===== config.mk =====
export PLATFORM = sky130hd
export DESIGN_NAME = uart_rx_ctrl
export DESIGN_NICKNAME = d
export VERILOG_FILES = /design/src/rtl/uart_rx_ctrl.sv
export SDC_FILE = /design/constraint.sdc
export NUM_CORES = 1
export LEC_CHECK = 0
export CORE_MARGIN = 4
export CORE_UTILIZATION = 55
export DETAILED_ROUTE_END_ITERATION = 16
export PLACE_DENSITY = 0.77
export SLEW_MARGIN = 20
export SYNTH_ARGS = -nofsm -noshare
export SYNTH_HDL_FRONTEND = slang
export SYNTH_SLANG_ARGS = --single-unit

===== constraint.sdc =====
create_clock -name clk -period 6.1 [get_ports clk]
set_clock_uncertainty 0.1 [all_clocks]
set_input_delay 1.22 -clock clk [delete_from_list [all_inputs] [get_ports clk]]
set_output_delay 1.22 -clock clk [all_outputs]
set_load 0.02 [all_outputs]

===== src/rtl/uart_rx_ctrl.sv =====
// UART receiver: 2-flop synchronised line, mid-bit sampling, 8N1 frames with
// optional even parity (8E1) when UART_RX_PARITY_EN is defined.
module uart_rx_ctrl #(
  parameter int unsigned CLK_DIV = 5208
) (
  input  logic       clk,
  input  logic       i_rst,
  input  logic       i_rx,
  output logic [7:0] o_data,
  output logic       o_valid,
  output logic       o_frame_err,
  output logic       o_parity_err,
  output logic       o_busy,
  output logic [2:0] state_dbg
);

  // Output contract: o_valid, o_frame_err and o_parity_err are single-cycle
  // strobes with no ready/backpressure; o_data holds until the next o_valid.

`ifdef UART_RX_PARITY_EN
  typedef enum logic [2:0] {IDLE = 3'd0, START = 3'd1, DATA = 3'd2,
                            PARITY = 3'd3, STOP = 3'd4} state_t;
`else
  typedef enum logic [2:0] {IDLE = 3'd0, START = 3'd1, DATA = 3'd2,
                            STOP = 3'd4} state_t;
`endif

  localparam logic [15:0] HALF = 16'(CLK_DIV / 2 - 1);
  localparam logic [15:0] FULL = 16'(CLK_DIV - 1);

  state_t      state_q, state_d;
  logic [15:0] cnt_q, cnt_d;
  logic [7:0]  shift_q, shift_d;
  logic [2:0]  bit_q, bit_d;
  logic        hold_q, hold_d;
  logic [7:0]  data_d;
  logic        valid_d, ferr_d;
  logic        rx_meta, rx_sync;
  logic        tick;
`ifdef UART_RX_PARITY_EN
  logic        par_bad_q, par_bad_d;
  logic        perr_d;
`endif

  assign tick      = (cnt_q == 16'd0);
  assign o_busy    = (state_q != IDLE);
  assign state_dbg = state_q;

  always_comb begin
    state_d = state_q;
    cnt_d   = cnt_q;
    shift_d = shift_q;
    bit_d   = bit_q;
    hold_d  = hold_q;
    data_d  = o_data;
    valid_d = 1'b0;
    ferr_d  = 1'b0;
`ifdef UART_RX_PARITY_EN
    par_bad_d = par_bad_q;
    perr_d    = 1'b0;
`endif
    case (state_q)
      IDLE: begin
        // After a framing error the line must go high again before a new
        // start is accepted, so a held break yields a single error.
        if (rx_sync) begin
          hold_d = 1'b0;
        end else if (!hold_q) begin
          state_d = START;
          cnt_d   = HALF;
        end
      end
      START: begin
        if (tick) begin
          cnt_d = FULL;
          bit_d = 3'd0;
          state_d = rx_sync ? IDLE : DATA;
        end else begin
          cnt_d = cnt_q - 16'd1;
        end
      end
      DATA: begin
        if (tick) begin
          cnt_d   = FULL;
          shift_d = {rx_sync, shift_q[7:1]};
          bit_d   = bit_q + 3'd1;
          if (bit_q == 3'd7) begin
`ifdef UART_RX_PARITY_EN
            state_d = PARITY;
`else
            state_d = STOP;
`endif
          end
        end else begin
          cnt_d = cnt_q - 16'd1;
        end
      end
`ifdef UART_RX_PARITY_EN
      PARITY: begin
        if (tick) begin
          cnt_d     = FULL;
          par_bad_d = rx_sync ^ (^shift_q);
          state_d   = STOP;
        end else begin
          cnt_d = cnt_q - 16'd1;
        end
      end
`endif
      STOP: begin
        if (tick) begin
          cnt_d   = FULL;
          state_d = IDLE;
          if (!rx_sync) begin
            ferr_d = 1'b1;
            hold_d = 1'b1;
`ifdef UART_RX_PARITY_EN
          end else if (par_bad_q) begin
            perr_d = 1'b1;
`endif
          end else begin
            valid_d = 1'b1;
            data_d  = shift_q;
          end
        end else begin
          cnt_d = cnt_q - 16'd1;
        end
      end
      default: state_d = IDLE;
    endcase
  end

  always_ff @(posedge clk) begin
    if (i_rst) begin
      rx_meta     <= 1'b1;
      rx_sync     <= 1'b1;
      state_q     <= IDLE;
      cnt_q       <= 16'd0;
      shift_q     <= 8'h00;
      bit_q       <= 3'd0;
      hold_q      <= 1'b0;
      o_data      <= 8'h00;
      o_valid     <= 1'b0;
      o_frame_err <= 1'b0;
    end else begin
      rx_meta     <= i_rx;
      rx_sync     <= rx_meta;
      state_q     <= state_d;
      cnt_q       <= cnt_d;
      shift_q     <= shift_d;
      bit_q       <= bit_d;
      hold_q      <= hold_d;
      o_data      <= data_d;
      o_valid     <= valid_d;
      o_frame_err <= ferr_d;
    end
  end

`ifdef UART_RX_PARITY_EN
  always_ff @(posedge clk) begin
    if (i_rst) begin
      par_bad_q    <= 1'b0;
      o_parity_err <= 1'b0;
    end else begin
      par_bad_q    <= par_bad_d;
      o_parity_err <= perr_d;
    end
  end
`else
  assign o_parity_err = 1'b0;
`endif

endmodule


==> metrics.cfg <==
[power_and_ir_drop]
p_leak_nw=0.770
intPower_mw=0.452
pwr-share-seq_pct=46.2
clock_power_share_pct=34.4
switching_share_pct=31.5
p_switching_mw=0.208
p_total_mw=0.660
ir_drop_v=0.000197
power_density_nw_per_um2=288
comb_power_share_pct=19.4

[synthesis]
synth_top_area_cell=dfxtp_1
yosysSeqAreaShare_pct=42.1
synthTopCellsByArea=dfxtp_1 (42%), a21oi_1 (7.3%), o21ai_0 (5.9%)
ys_ff_latch=43
async_flop_share_pct=0
synthesis.instances=241
dominantRegCellSynth=dfxtp_1
synth_fp_nets=247
synth-edff-count=0
synth_common_cells=dfxtp_1 (43), a21oi_1 (30), o21ai_0 (24), nand3_1 (20), clkbuf_1 (11)
yosys.area.top_type_share_pct=42.1
synth_area_um2=2040
ys_warn_count=0
synth_cell_types=44
yosysMostFrequentCell=dfxtp_1
avgSynthCellArea_um2=8.48

[timing]
slew_violations=0
finalCritPeriodShare_pct=49.5
setup_violations=0
slew_headroom_pct=30.5
tns_ns=0
rsz0062_at_grt=false
fin_crit_ns=3.02
fmax_mhz=331
tightest_slew_ns=1.04
finalWorstSetupSlack_ns=3.08
hold_viol=0

[grt]
antenna_found_initial=0
grt.overflow.total=0
grt_pass1_wl_um=7080
grt_usage_pct=20.0
grt_pass1_vias=1523
grt_max_degree=44

[cts]
post_cts_buffers=0
cts_inserted_buffers=5
clk_latency_ns=0.30
clk_pin_slew_ns=0.08
cts_tree=done
h-tree-depth=2
cts-root-buf=clkbuf_8
cts_repair_resize_count=0
clock-sinks=43
clockBufferDepth=2
holdBufCountCts=0

[finish]
fillers=307
syn_to_final_growth_pct=12.0
drive_above_1_share_pct=6.88
stdcell_count=293
nNetsFinal=252
diodes=0
postLayoutCoreUtil_pct=66.0

[floorplan]
die_y_um=69.0
start_util_pct=58.9
coreArea_um2=3470
ios=18
rows=21
die_width_um=69.0
die_area_um2=4750

[drt]
viasPerCell=6.18
via_count=1810
routed_wl_um=4340
drc=0
avgRoutedWirePerCell_um=14.8
dr.pass1.iters=4
ant_nets=0
drt_iter0_drc=181

[worst_setup_path]
critPathLaunchType=flop
slowest_delay_ns=0.90
endpoint_kind=flop
crit_slowest_cell=nand4_1
path_cells=inv_1 > ha_1 > nor4b_1 > nand4_1 > a21oi_1 > a211oi_1
path_delay_family=simple AND/OR/NAND/NOR gates
worst-path-buf-inv=1
path_class=reg2reg
cp.arrival_ns=3.09
critPathMaxFanout=26
critPathRequiredTime_ns=6.17

[job]
maxCapViolCount=0

[place]
post-place-ws_ns=3.21
io_buffers=16
gp_congestion=0.787
place.detailed.hpwl_um=2740
dp_cells=285

[worst_hold_path]
hp-class=reg2reg

[run_status]
status=finished clean

[power groups by stage]
stage | combinational [mW] | clock, mW | sequential (mW)
6_report | 0.128 | 0.227 | 0.305
3_5_place_dp | 0.125 | 0 | 0.311
3_3_place_gp | 0.124 | 0 | 0.311
2_1_floorplan | 0.105 | 0 | 0.307
4_1_cts | 0.127 | 0.228 | 0.305
5_1_grt | 0.142 | 0.242 | 0.307
[worst paths after layout]
check | slack (ns) | from | endpoint | cells past startpoint
setup reg to reg | 3.08 | cnt_q[0] | cnt_q[14] | 6
hold reg to reg | 0.34 | rx_meta | rx_sync | 1
hold / removal | 0.34 | rx_meta | rx_sync | 1
setup / recovery | 3.08 | cnt_q[0] | cnt_q[14] | 6
[worst register-to-register path, cell delays in order, from the launching register on]
cell and delay [ns]:
dfxtp_1 0.37, inv_1 0.08, ha_1 0.19, nor4b_1 0.47
nand4_1 0.90, a21oi_1 0.69, a211oi_1 0.10
[area by class of cell]
cell class,count,area (um^2),share of cell area (%)
inverter,9,33.8,1.48
timing repair buffer,17,168,7.33
tap,46,57.6,2.52
clock inverter,3,43.8,1.91
multi-input combinational,170,1060,46.1
sequential,43,861,37.6
clock buffer,5,68.8,3.01
[logic make-up after synthesis]
family                   after synthesis  share of synthesized area, %
AO/OA/AOI/OAI                         84                          25.0
XOR/XNOR                               1                         0.429
flip-flops                            43                          42.1
buffers and inverters                 28                          6.18
AND/OR/NAND/NOR                       79                          23.2
other                                  1                         0.184
adder cells (fa/ha/maj)                3                          1.84
multiplexers                           2                          1.04
[state kept, by name, summed over array words and instances (netlist names)]
name / flops
cnt_q: 16
o_data: 8
shift_q: 8
bit_q: 3
state_dbg: 3
hold_q: 1
o_frame_err: 1
o_valid: 1
rx_meta: 1
rx_sync: 1
[layer usage]
layer / part of all wire (%) / global-route usage (%) / vias up / wire length, um
met4: 1.5 / 7.79 / 0 / 63
met1: 51 / 27.1 / 853 / 2230
li1: - / - / 918 / -
met2: 43 / 29.5 / 33 / 1870
met5: 0 / 0 / - / 0
met3: 4.0 / 6.00 / 6 / 174
[metrics by stage]
stage	cell area, um^2	hold slack, ns
after CTS	2290	0.338
after global placement	2180	0.304
final	2290	0.338
after detailed placement	2180	0.317
after floorplan	2040	0.289
after global routing	2290	0.366
[layout by cell type, fill, tap and decap left out, types with 8 or more instances in the layout]
master,synthesis,routed
nor2_1,8,8
a211oi_1,10,10
inv_1,8,8
nand3_1,20,20
a21oi_1,30,30
o21ai_0,24,24
dfxtp_1,43,43
nor3_1,8,8
nand2_1,10,10
clkdlybuf4s50_1,0,16
No activity file was read; power rests on OpenSTA's default activity.
